===== config.mk =====
export PLATFORM = sky130hd
export DESIGN_NAME = multicycle_control_fsm_flat
export DESIGN_NICKNAME = d
export VERILOG_FILES = /design/src/rtl/multicycle_control_fsm_pkg.sv /design/src/rtl/multicycle_control_fsm_if.sv /design/src/rtl/mc_alu_decoder.sv /design/src/rtl/multicycle_control_fsm.sv /design/src/flat_wrapper.sv
export SDC_FILE = /design/constraint.sdc
export NUM_CORES = 1
export LEC_CHECK = 0
export CORE_UTILIZATION = 43
export CTS_BUF_LIST = sky130_fd_sc_hd__clkbuf_8
export DETAILED_ROUTE_END_ITERATION = 6
export PLACE_DENSITY = 0.89
export SYNTH_ARGS = -nofsm -noshare
export SYNTH_HDL_FRONTEND = slang
export SYNTH_SLANG_ARGS = --single-unit

===== constraint.sdc =====
create_clock -name clk -period 2.6 [get_ports clk]
set_clock_uncertainty 0.2 [all_clocks]
set_input_delay 0.78 -clock clk [delete_from_list [all_inputs] [get_ports clk]]
set_output_delay 0.78 -clock clk [all_outputs]
set_load 0.05 [all_outputs]

===== src/rtl/multicycle_control_fsm_pkg.sv =====
// Shared constants for the multicycle MIPS controller: FSM states, opcodes,
// ALU operation classes, R-type function codes and ALU control encodings.
package multicycle_pkg;

  typedef enum logic [3:0] {
    FETCH  = 4'd0,
    DECODE = 4'd1,
    MEMADR = 4'd2,
    MEMRD  = 4'd3,
    MEMWB  = 4'd4,
    MEMWR  = 4'd5,
    EXEC   = 4'd6,
    ALUWB  = 4'd7,
    BRANCH = 4'd8,
    ADDIEX = 4'd9,
    ADDIWB = 4'd10,
    JUMP   = 4'd11
  } state_t;

  localparam logic [5:0] OP_RTYPE = 6'b000000;
  localparam logic [5:0] OP_LW    = 6'b100011;
  localparam logic [5:0] OP_SW    = 6'b101011;
  localparam logic [5:0] OP_BEQ   = 6'b000100;
  localparam logic [5:0] OP_ADDI  = 6'b001000;
  localparam logic [5:0] OP_J     = 6'b000010;

  typedef enum logic [1:0] {
    ALUOP_ADD   = 2'b00,
    ALUOP_SUB   = 2'b01,
    ALUOP_FUNCT = 2'b10
  } alu_op_t;

  localparam logic [5:0] FUNCT_ADD = 6'b100000;
  localparam logic [5:0] FUNCT_SUB = 6'b100010;
  localparam logic [5:0] FUNCT_AND = 6'b100100;
  localparam logic [5:0] FUNCT_OR  = 6'b100101;
  localparam logic [5:0] FUNCT_SLT = 6'b101010;

  localparam logic [2:0] ALU_AND = 3'b000;
  localparam logic [2:0] ALU_OR  = 3'b001;
  localparam logic [2:0] ALU_ADD = 3'b010;
  localparam logic [2:0] ALU_SUB = 3'b110;
  localparam logic [2:0] ALU_SLT = 3'b111;

endpackage


===== src/rtl/multicycle_control_fsm_if.sv =====
// Controller <-> datapath/memory signal bundle. master = controller side,
// slave = datapath side.
interface multicycle_control_fsm_if;

  logic [5:0] op;
  logic [5:0] funct;
  logic       zero;
  logic       memReady;
  logic       memRead;
  logic       memWrite;
  logic       iOrD;
  logic       irWrite;
  logic       pcWrite;
  logic [1:0] pcSource;
  logic       aluSrcA;
  logic [1:0] aluSrcB;
  logic [2:0] aluControl;
  logic       regDst;
  logic       memToReg;
  logic       regWrite;
  logic       illegalOp;

  modport master (
    input  op, funct, zero, memReady,
    output memRead, memWrite, iOrD, irWrite, pcWrite, pcSource,
           aluSrcA, aluSrcB, aluControl, regDst, memToReg, regWrite, illegalOp
  );

  modport slave (
    output op, funct, zero, memReady,
    input  memRead, memWrite, iOrD, irWrite, pcWrite, pcSource,
           aluSrcA, aluSrcB, aluControl, regDst, memToReg, regWrite, illegalOp
  );

endinterface


===== src/rtl/mc_alu_decoder.sv =====
// Combinational ALU decoder: maps the controller's aluOp class and the
// R-type funct field onto the 3-bit ALU operation.
module mc_alu_decoder
  import multicycle_pkg::*;
(
  input  alu_op_t    alu_op_i,
  input  logic [5:0] funct_i,
  output logic [2:0] alu_control_o
);

  // NOTE: assigning a default before the case keeps every path driven, so no latch is inferred.
  always_comb begin
    alu_control_o = ALU_ADD;
    case (alu_op_i)
      ALUOP_ADD: alu_control_o = ALU_ADD;
      ALUOP_SUB: alu_control_o = ALU_SUB;
      ALUOP_FUNCT: begin
        case (funct_i)
          FUNCT_ADD: alu_control_o = ALU_ADD;
          FUNCT_SUB: alu_control_o = ALU_SUB;
          FUNCT_AND: alu_control_o = ALU_AND;
          FUNCT_OR:  alu_control_o = ALU_OR;
          FUNCT_SLT: alu_control_o = ALU_SLT;
          default:   alu_control_o = ALU_ADD;
        endcase
      end
      default: alu_control_o = ALU_ADD;
    endcase
  end

endmodule


===== src/rtl/multicycle_control_fsm.sv =====
// Multicycle MIPS controller: sequences a shared memory/ALU datapath through
// FETCH..writeback states, waiting on memReady for every memory access.
module multicycle_control_fsm
  import multicycle_pkg::*;
(
  input  logic                          clk,
  input  logic                          resetN,
  multicycle_control_fsm_if.master      bus
);

  state_t     state_q, state_d;
  alu_op_t    alu_op_c;
  logic       state_valid_c;
  logic       out_en;
  logic       mem_read_c, mem_write_c, i_or_d_c, ir_write_c, pc_write_c;
  logic [1:0] pc_source_c, alu_src_b_c;
  logic       alu_src_a_c, reg_dst_c, mem_to_reg_c, reg_write_c, illegal_op_c;
  logic [2:0] alu_control_c;

  // NOTE: sequential state uses non-blocking (<=) so every flop samples pre-edge values.
  always_ff @(posedge clk or negedge resetN) begin
    if (!resetN) state_q <= FETCH;
    else         state_q <= state_d;
  end

  always_comb begin
    state_d       = state_q;
    state_valid_c = 1'b1;
    mem_read_c    = 1'b0;
    mem_write_c   = 1'b0;
    i_or_d_c      = 1'b0;
    ir_write_c    = 1'b0;
    pc_write_c    = 1'b0;
    pc_source_c   = 2'b00;
    alu_src_a_c   = 1'b0;
    alu_src_b_c   = 2'b00;
    alu_op_c      = ALUOP_ADD;
    reg_dst_c     = 1'b0;
    mem_to_reg_c  = 1'b0;
    reg_write_c   = 1'b0;
    illegal_op_c  = 1'b0;

    case (state_q)
      FETCH: begin
        mem_read_c  = 1'b1;
        alu_src_b_c = 2'b01;
        if (bus.memReady) begin
          ir_write_c = 1'b1;
          pc_write_c = 1'b1;
          state_d    = DECODE;
        end
      end
      DECODE: begin
        // Branch target (PC + signImm<<2) is precomputed into ALUOut here.
        alu_src_b_c = 2'b11;
        case (bus.op)
          OP_LW, OP_SW: state_d = MEMADR;
          OP_RTYPE:     state_d = EXEC;
          OP_BEQ:       state_d = BRANCH;
          OP_ADDI:      state_d = ADDIEX;
          OP_J:         state_d = JUMP;
          default: begin
            illegal_op_c = 1'b1;
            state_d      = FETCH;
          end
        endcase
      end
      MEMADR: begin
        alu_src_a_c = 1'b1;
        alu_src_b_c = 2'b10;
        state_d     = (bus.op == OP_SW) ? MEMWR : MEMRD;
      end
      MEMRD: begin
        mem_read_c = 1'b1;
        i_or_d_c   = 1'b1;
        if (bus.memReady) state_d = MEMWB;
      end
      MEMWB: begin
        reg_write_c  = 1'b1;
        mem_to_reg_c = 1'b1;
        state_d      = FETCH;
      end
      MEMWR: begin
        mem_write_c = 1'b1;
        i_or_d_c    = 1'b1;
        if (bus.memReady) state_d = FETCH;
      end
      EXEC: begin
        alu_src_a_c = 1'b1;
        alu_op_c    = ALUOP_FUNCT;
        state_d     = ALUWB;
      end
      ALUWB: begin
        reg_write_c = 1'b1;
        reg_dst_c   = 1'b1;
        state_d     = FETCH;
      end
      BRANCH: begin
        alu_src_a_c = 1'b1;
        alu_op_c    = ALUOP_SUB;
        pc_source_c = 2'b01;
        pc_write_c  = bus.zero;
        state_d     = FETCH;
      end
      ADDIEX: begin
        alu_src_a_c = 1'b1;
        alu_src_b_c = 2'b10;
        state_d     = ADDIWB;
      end
      ADDIWB: begin
        reg_write_c = 1'b1;
        state_d     = FETCH;
      end
      JUMP: begin
        pc_source_c = 2'b10;
        pc_write_c  = 1'b1;
        state_d     = FETCH;
      end
      default: begin
        state_valid_c = 1'b0;
        state_d       = FETCH;
      end
    endcase
  end

  mc_alu_decoder u_alu_decoder (
    .alu_op_i      (alu_op_c),
    .funct_i       (bus.funct),
    .alu_control_o (alu_control_c)
  );

  // Outputs drop asynchronously under reset and stay quiet in unused encodings.
  assign out_en = resetN & state_valid_c;

  assign bus.memRead    = out_en & mem_read_c;
  assign bus.memWrite   = out_en & mem_write_c;
  assign bus.iOrD       = out_en & i_or_d_c;
  assign bus.irWrite    = out_en & ir_write_c;
  assign bus.pcWrite    = out_en & pc_write_c;
  assign bus.pcSource   = {2{out_en}} & pc_source_c;
  assign bus.aluSrcA    = out_en & alu_src_a_c;
  assign bus.aluSrcB    = {2{out_en}} & alu_src_b_c;
  assign bus.aluControl = {3{out_en}} & alu_control_c;
  assign bus.regDst     = out_en & reg_dst_c;
  assign bus.memToReg   = out_en & mem_to_reg_c;
  assign bus.regWrite   = out_en & reg_write_c;
  assign bus.illegalOp  = out_en & illegal_op_c;

endmodule

===== src/flat_wrapper.sv =====
// flat-port wrapper written by rule: the top's interface ports become plain ports
module multicycle_control_fsm_flat import multicycle_pkg::*;
  (clk, resetN, bus_op, bus_funct, bus_zero, bus_memReady, bus_memRead, bus_memWrite, bus_iOrD, bus_irWrite, bus_pcWrite, bus_pcSource, bus_aluSrcA, bus_aluSrcB, bus_aluControl, bus_regDst, bus_memToReg, bus_regWrite, bus_illegalOp);
  multicycle_control_fsm_if bus_i ();
  input  logic clk;
  input  logic resetN;
  input wire logic [$bits(bus_i.op)-1:0] bus_op;
  input wire logic [$bits(bus_i.funct)-1:0] bus_funct;
  input wire logic [$bits(bus_i.zero)-1:0] bus_zero;
  input wire logic [$bits(bus_i.memReady)-1:0] bus_memReady;
  output wire logic [$bits(bus_i.memRead)-1:0] bus_memRead;
  output wire logic [$bits(bus_i.memWrite)-1:0] bus_memWrite;
  output wire logic [$bits(bus_i.iOrD)-1:0] bus_iOrD;
  output wire logic [$bits(bus_i.irWrite)-1:0] bus_irWrite;
  output wire logic [$bits(bus_i.pcWrite)-1:0] bus_pcWrite;
  output wire logic [$bits(bus_i.pcSource)-1:0] bus_pcSource;
  output wire logic [$bits(bus_i.aluSrcA)-1:0] bus_aluSrcA;
  output wire logic [$bits(bus_i.aluSrcB)-1:0] bus_aluSrcB;
  output wire logic [$bits(bus_i.aluControl)-1:0] bus_aluControl;
  output wire logic [$bits(bus_i.regDst)-1:0] bus_regDst;
  output wire logic [$bits(bus_i.memToReg)-1:0] bus_memToReg;
  output wire logic [$bits(bus_i.regWrite)-1:0] bus_regWrite;
  output wire logic [$bits(bus_i.illegalOp)-1:0] bus_illegalOp;
  assign bus_i.op = bus_op;
  assign bus_i.funct = bus_funct;
  assign bus_i.zero = bus_zero;
  assign bus_i.memReady = bus_memReady;
  assign bus_memRead = bus_i.memRead;
  assign bus_memWrite = bus_i.memWrite;
  assign bus_iOrD = bus_i.iOrD;
  assign bus_irWrite = bus_i.irWrite;
  assign bus_pcWrite = bus_i.pcWrite;
  assign bus_pcSource = bus_i.pcSource;
  assign bus_aluSrcA = bus_i.aluSrcA;
  assign bus_aluSrcB = bus_i.aluSrcB;
  assign bus_aluControl = bus_i.aluControl;
  assign bus_regDst = bus_i.regDst;
  assign bus_memToReg = bus_i.memToReg;
  assign bus_regWrite = bus_i.regWrite;
  assign bus_illegalOp = bus_i.illegalOp;
  multicycle_control_fsm u_core (.clk(clk), .resetN(resetN), .bus(bus_i));
endmodule

==> summary.md, run 1 <==
| Metric | Value |
|---|---|
| Halt point of the flow | `3_5_place_dp` |
| Yosys warns | `0` |
| Synthesized flop and latch total | `4` |
| GPL Wtd Cong | `~0.85` |
| Port Buffers | `32` |
| Cell variety after synth | `between 40 and 50` |
| Sequential element share of the synthesized area | `13.72%` |
| Starting density of the core | `47.32%` |
| Die W | `approximately 43 um` |
| # IOs | `33` |
| Post-synth ARST share | `100.0%` |
| Post-synth EDFFs | `0` |
| Die height | `between 40 and 50 um` |
| Outcome | `did not finish` |
| First error | `[ERROR DPL-0038] Utilization greater than 100%, impossible to legalize` |
| Syn Area/Cell | `about 7.2 um2` |
| Row Count | `14` |
| Syn Inst Count | `a little over 100` |
| Synth Cell Area | `between 700 and 800 um2` |
| Syn nets | `119` |
| Primary FF master, synth | `dfrtp_1` |
[Yosys cell counts (2+ instances only)]
cell | n | area share [%]
nor2b_1 | 4 | 3.4
ha_1 | 2 | 3.4
nor2_1 | 10 | 5.1
buf_2 | 2 | 1.4
nor3b_1 | 5 | 5.1
a31oi_1 | 3 | 2.6
nand4b_1 | 2 | 2.4
clkbuf_1 | 2 | 1.0
dfrtp_1 | 4 | 14
and2b_2 | 4 | 4.8
o21ai_0 | 3 | 2.1
inv_1 | 7 | 3.6
nand3_1 | 3 | 2.1
nor3_1 | 7 | 4.8
nand2_1 | 9 | 4.6
nor4_1 | 2 | 1.7
o21a_1 | 2 | 2.1
xnor2_1 | 2 | 2.4
a21oi_1 | 2 | 1.4
nand2b_1 | 3 | 2.6
[logic make-up after synthesis]
logic type,after synthesis,share of synthesized area [%]
adder cells (fa/ha/maj),2,3.430
XOR/XNOR,2,2.402
AND/OR/NAND/NOR,58,48.03
AO/OA/AOI/OAI,21,21.96
buffers and inverters,14,10.46
flip-flops,4,13.72
[per-stage QoR]
| stage | area (um2) | setup slack, ns |
|---|---|---|
| floorplan | 909.6 | -0.1885 |
| global placement | 1562 | -0.6131 |
==> run 2: changes to the inputs <==
--- a/config.mk
+++ b/config.mk
@@ -5,10 +5,10 @@
 export SDC_FILE = /design/constraint.sdc
 export NUM_CORES = 1
 export LEC_CHECK = 0
-export CORE_UTILIZATION = 43
-export CTS_BUF_LIST = sky130_fd_sc_hd__clkbuf_8
+export CORE_AREA = 2 2 63 65
 export DETAILED_ROUTE_END_ITERATION = 6
-export PLACE_DENSITY = 0.89
+export DIE_AREA = 0 0 65 67
+export PLACE_DENSITY_LB_ADDON = 0.15
 export SYNTH_ARGS = -nofsm -noshare
 export SYNTH_HDL_FRONTEND = slang
 export SYNTH_SLANG_ARGS = --single-unit
==> summary.md, run 2 <==
| Metric | Value |
|---|---|
| Outcome | `finished with violations` |
| Failing checks | `negative setup slack` |
| Most common cell after layout, fill and taps aside | `buf_4` |
| Post-synth EDFFs | `0` |
| Setup TNS | `-0.6161 ns` |
| Kind of critical path | `in -> out` |
| Sequential element share of the synthesized area | `a little over an eighth` |
| Clk pin slew, worst setup/hold paths | `about 0.030 ns` |
| Synth Cell Area | `roughly 730 um2` |
| Worst path buffer plus inverter count | `2` |
| Fin crit period | `2.799 ns` |
| Leak pwr | `around 0.79 nW` |
| Post-DRT Antenna Nets | `0` |
| H-tree depth | `1` |
| Clk sinks | `4` |
| Total Wirelength | `about 2.8 mm` |
| Slew @ Worst Pin | `0.3285 ns` |
| Area of the multi-input gates | `between 800 and 900 um2` |
| Port Buffers | `32` |
| FF/Latch Area | `between 100 and 150 um2` |
| Most flops, register | `u_core.state_q` |
| Post-synth top area cell | `dfrtp_1` |
| Grt ovf | `0` |
| Most frequent cell after synthesis | `nor2_1` |
| CTS max path bufs | `2` |
| Vias per cell | `approximately 4.7` |
| Initial antenna violation count | `0` |
| CP Launch Type | `primary input` |
| Share of layout cells above drive strength 1 | `a little over two thirds` |
| HPWL after detailed placement | `2.146 mm` |
| CP endpoint kind | `output port` |
| Synth top area share | `between 10% and 20%` |
| Max-cap violation count | `0` |
| Max Freq | `about 360 MHz` |
| Die area | `0.004355 mm2` |
| CTS tree | `done` |
| Syn Area/Cell | `just over 7 um2` |
| Starting density of the core | `20.23%` |
| Final WS setup | `-0.1987 ns` |
| Root buf cell | `clkbuf_8` |
| Largest net degree at the start of global routing | `12` |
| CTS buffer count | `3` |
| Worst Path Required | `about 1.6 ns` |
| Setup violators final | `5` |
| Tcrit/Tclk final | `107.6%` |
| Number of global-route vias before repair | `between 1000 and 1500` |
| Max reg flops | `4` |
| First-pass DRT Iterations | `3` |
| Synthesized flop and latch total | `4` |
| Peak VDD IR | `about 330 uV` |
| Slew Viols, Final | `0` |
| Final Hold Fails | `0` |
| Slew headroom | `slightly below 80%` |
| Drt drc | `0` |
| Post-synth ARST share | `between 90% and 100%` |
| Area Growth Syn to Fin | `161.6%` |
| RSZ-0062 raised after global routing | `true` |
| Fin nets | `187` |
| Fillers | `between 300 and 400` |
| Routed vias | `1019` |
| Tot GR Track Use | `13.54%` |
| Yosys warns | `0` |
| Cell variety after synth | `43` |
| Class of the worst hold path | `reg -> reg` |
| Pwr dens | `563.4 mW/mm2` |
| Critical path arrival | `1.82 ns` |
| Primary FF master, synth | `dfrtp_1` |
| Crit path cell chain | `clkdlybuf4s15_2 -> or4_4 -> a21oi_4 -> nor4_4 -> buf_12` |
| Syn Inst Count | `101` |
| # IOs | `33` |
| Final hold slack | `~0.46 ns` |
| Syn nets | `approximately 120` |
| Initial DRC count | `25` |
| Diodes inserted | `0` |
| Largest registers | `u_core.state_q: 4 flops` |
| Max incr delay on CP | `0.45 ns` |
| First-pass GRT wire length | `about 4.7 mm` |
| Die height | `approximately 67 um` |
| CP max stage cell | `or4_4` |
| Worst skew pair latency | `0.21 ns` |
| Commonest non-fill, non-tap cells in the layout | `28 x buf_4, 19 x buf_12, 10 x buf_6` |
| GPL Wtd Cong | `~0.8` |
| Core footprint | `0.003606 mm2` |
| CP delay by family, top | `simple AND/OR/NAND/NOR gates` |
| Top post-synthesis cells by area | `dfrtp_1 14%, nor2_1 5.1%, nor3b_1 5.1%` |
| Die W | `65 um` |
| Avg WL per Cell | `roughly 13 um` |
| CP max FO | `3` |
| Row Count | `22` |
| Synth cell count leaders | `10 x nor2_1, 9 x nand2_1, 7 x inv_1, 7 x nor3_1, 5 x nor3b_1` |
run 2: repair_timing:
| item | CTS | global route |
|---|---|---|
| setup buffers | 8 | 3 |
| gates resized for setup | 76 | 15 |
| cloned | 1 | 0 |
| pin swaps | 18 | 11 |
| hold buffers | 0 | 0 |
| setup endpoints to repair | 17 | 13 |
run 2: stage by stage:
stage               std cells  instance area (um2)  worst slack (ns)  utilization, %  power (mW)
floorplan                 101                909.6           -0.1885               -      0.5447
global placement          201                 1614           -0.6704           44.76      0.8682
detailed placement        201                 1614           -0.7330           44.76      0.8704
CTS                       213                 1856           -0.2157           51.46       1.057
global route              215                 1908           -0.2252           52.91       1.132
finish                    215                 1908           -0.1987           52.91       1.075
run 2: final cells by class:
class | instances | share of cell area [%]
clock buffers | 3 | 2.164
flip-flops and latches | 4 | 5.443
inverters | 7 | 1.377
well taps | 48 | 3.148
multi-input cells | 83 | 44.59
repair buffers | 70 | 43.28
run 2: final timing paths:
kind,cells past startpoint,start,slack (ns),endpoint
worst max-delay path,5,bus_op[0],-0.20,bus_illegalOp
worst min-delay path,2,u_core.state_q[3]$_DFFE_PN0P_,0.46,u_core.state_q[0]$_DFFE_PN0P_
worst max register to register,4,u_core.state_q[1]$_DFFE_PN0P_,1.04,u_core.state_q[0]$_DFFE_PN0P_
worst min register to register,2,u_core.state_q[3]$_DFFE_PN0P_,0.46,u_core.state_q[0]$_DFFE_PN0P_
max in group asynchronous,4,resetN,1.54,u_core.state_q[1]$_DFFE_PN0P_
min in group asynchronous,4,resetN,0.55,u_core.state_q[0]$_DFFE_PN0P_
run 2: worst reg2reg max path: stages, from the launching register on:
cell	delay [ns]
dfrtp_2	0.44
buf_4	0.19
nor3b_1	0.33
nand4b_1	0.14
a31oi_1	0.18
run 2: kinds of logic (layout without fill, tap and decap cells):
group                    count (synthesis)  in the layout  share of synthesized area, %
AO/OA/AOI/OAI                           21             21                         21.96
XOR/XNOR                                 2              2                         2.402
adder cells (fa/ha/maj)                  2              2                         3.430
buffers and inverters                   14             80                         10.46
flip-flops                               4              4                         13.72
AND/OR/NAND/NOR                         58             58                         48.03
run 2: per-layer routing:
| layer | vias up | global-route usage, % | share of wire [%] |
|---|---|---|---|
| met3 | 0 | 1.520 | 5.1 |
| met4 | 0 | 2.394 | 0 |
| met1 | 489 | 15.65 | 41 |
| met5 | - | 0 | 0 |
| li1 | 506 | - | - |
| met2 | 24 | 26.68 | 54 |
run 2: where the power goes:
part | total [mW] | leakage (nW) | internal [mW] | switching [mW]
clock | 0.128 | 0.0216 | 0.0985 | 0.0293
combinational | 0.839 | 0.723 | 0.401 | 0.438
sequential | 0.108 | 0.0492 | 0.0812 | 0.0271
Power figures use the tool's default switching activity.
==> run 3: changes to the inputs <==
--- a/config.mk
+++ b/config.mk
@@ -8,7 +8,8 @@
 export CORE_AREA = 2 2 63 65
 export DETAILED_ROUTE_END_ITERATION = 6
 export DIE_AREA = 0 0 65 67
-export PLACE_DENSITY_LB_ADDON = 0.15
+export GPL_TIMING_DRIVEN = 0
+export PLACE_DENSITY = 0.43
 export SYNTH_ARGS = -nofsm -noshare
 export SYNTH_HDL_FRONTEND = slang
 export SYNTH_SLANG_ARGS = --single-unit
==> summary.md, run 3 (synthesis gave the netlist of run 2 again) <==
| Metric | Value |
|---|---|
| Largest net degree at the start of global routing | `11` |
| Area Growth Syn to Fin | `129.8%` |
| CTS buffer count | `3` |
| Post-DRT Antenna Nets | `0` |
| Root buf cell | `clkbuf_8` |
| Fin nets | `about 180` |
| Row Count | `22` |
| Crit path cell chain | `buf_6 -> buf_12 -> nor3_4 -> buf_6 -> ha_4 -> o311a_4 -> buf_8` |
| R2R cell count | `5` |
| CTS max path bufs | `2` |
| Diodes inserted | `0` |
| Core footprint | `0.003606 mm2` |
| Outcome | `finished with violations` |
| Pwr dens | `roughly 620 mW/mm2` |
| Critical Path Most Common Cell | `buf_6` |
| Worst skew pair latency | `approximately 0.21 ns` |
| Most flops, register | `u_core.state_q` |
| First-pass DRT Iterations | `4` |
| Initial DRC count | `29` |
| Class of the worst hold path | `in -> async` |
| Kind of critical path | `reg -> out` |
| Peak VDD IR | `roughly 270 uV` |
| Leak pwr | `0.7112 nW` |
| Port Buffers | `32` |
| Fin crit period | `roughly 2.9 ns` |
| Starting density of the core | `20.23%` |
| Clk sinks | `4` |
| CTS tree | `done` |
| Worst Path Required | `approximately 1.6 ns` |
| Max incr delay on CP | `about 0.38 ns` |
| First-pass GRT wire length | `4.664 mm` |
| Final hold slack | `0.1544 ns` |
| CP max FO | `4` |
| FF/Latch Area | `between 100 and 150 um2` |
| Clk pin slew, worst setup/hold paths | `roughly 0.03 ns` |
| CP endpoint kind | `output port` |
| Tot GR Track Use | `between 10% and 20%` |
| Critical path arrival | `about 1.9 ns` |
| Die area | `roughly 0.0044 mm2` |
| Grt ovf | `0` |
| Largest registers | `u_core.state_q: 4 flops` |
| HPWL after detailed placement | `1.972 mm` |
| Routed vias | `roughly 1000` |
| # IOs | `33` |
| RSZ-0062 raised after global routing | `true` |
| Fillers | `370` |
| Final Hold Fails | `0` |
| GPL Wtd Cong | `between 0.7 and 0.8` |
| Max-cap violation count | `0` |
| Reg2reg start | `u_core.state_q[0]$_DFFE_PN0P_` |
| H-tree depth | `1` |
| Slew headroom | `73.44%` |
| Share of layout cells above drive strength 1 | `67.90%` |
| Max reg flops | `4` |
| Number of global-route vias before repair | `roughly 1000` |
| Area of the multi-input gates | `roughly 800 um2` |
| Final WS setup | `-0.2518 ns` |
| Failing checks | `negative setup slack` |
| Initial antenna violation count | `0` |
| Die W | `65 um` |
| Most common cell after layout, fill and taps aside | `buf_4` |
| Avg WL per Cell | `roughly 14 um` |
| Total Wirelength | `~3 mm` |
| FF-to-FF End | `u_core.state_q[0]$_DFFE_PN0P_` |
| Tcrit/Tclk final | `109.7%` |
| Vias per cell | `a little under 5` |
| CP max stage cell | `dfrtp_1` |
| Slew Viols, Final | `0` |
| Die height | `approximately 67 um` |
| DP Cell Count | `181` |
| Commonest non-fill, non-tap cells in the layout | `24 x buf_4, 17 x buf_6, 6 x buf_2` |
| Finished Layout Cells | `210` |
| Setup violators final | `4` |
| Register-to-register setup slack | `1.02 ns` |
| CP Launch Type | `flop` |
| Max Freq | `about 350 MHz` |
| Slew @ Worst Pin | `~0.4 ns` |
| Cts hold-fix bufs | `0` |
| Drt drc | `0` |
| Setup TNS | `-0.6356 ns` |
run 3: cell count changes in the layout (fill, tap and decap cells not counted), sizes merged:
cell | previous run | this run
buf | 63 | 51
clkbuf | 4 | 10
clkdlybuf4s15 | 1 | 4
dlygate4sd2 | 5 | 3
run 3: critical path: cells and delay by family (launching register included):
kind | cells | cell delay (ns)
adders and majority gates | 1 | 0.20
and+or+nand+nor | 1 | 0.19
AOI/OAI and AO/OA | 1 | 0.36
buffers and inverters | 4 | 0.54
DFF | 1 | 0.38
run 3: cell type report:
cell class / count / area share (%)
inverter: 7 / 1.567
timing repair buffer: 58 / 30.97
buffer: 7 / 6.642
clock buffer: 3 / 2.463
tap: 48 / 3.582
multi-input combinational: 83 / 48.73
sequential: 4 / 6.045
run 3: report_power, final:
group	internal (mW)	switching, mW	total, mW
Clock	0.0984	0.0288	0.127
Sequential	0.0805	0.0225	0.103
Combinational	0.366	0.436	0.802
Total	0.544	0.487	1.03
run 3: how the worst max path moves through the flow:
stage               cells past startpoint                           from           endpoint  slack [ns]
floorplan                               3                      bus_op[1]      bus_illegalOp       -0.19
global placement                        5                      bus_op[1]      bus_illegalOp       -1.26
detailed placement                      5                      bus_op[1]      bus_illegalOp       -1.27
CTS                                     9  u_core.state_q[1]$_DFFE_PN0P_  bus_aluControl[1]       -0.25
global route                            7  u_core.state_q[1]$_DFFE_PN0P_  bus_aluControl[1]       -0.33
finish                                  7  u_core.state_q[1]$_DFFE_PN0P_  bus_aluControl[1]       -0.25
run 3: what timing repair did:
item,4_1_cts,5_1_grt
endpoints found under the hold margin,0,0
pin swaps,14,12
buffers inserted,16,9
endpoints found under the setup margin,17,12
gates cloned,1,0
gates resized for setup,170,37
run 3: per-layer routing:
metal  vias to the layer above  share of wire, %  GRT usage (%)
met4                         0                 0          3.989
met2                        28                55          26.93
li1                        497                 -              -
met1                       491                42          15.69
met3                         0               3.4          2.534
met5                         -                 0              0
run 3: per-stage QoR:
stage	cell area [um2]	total power, mW	setup WS, ns	utilization [%]
2_1_floorplan	909.6	0.5447	-0.1885	-
3_3_place_gp	1290	0.7146	-1.262	35.77
3_5_place_dp	1290	0.7120	-1.271	35.77
4_1_cts	1549	0.9597	-0.2485	42.96
5_1_grt	1677	1.094	-0.3283	46.50
6_report	1677	1.032	-0.2518	46.50
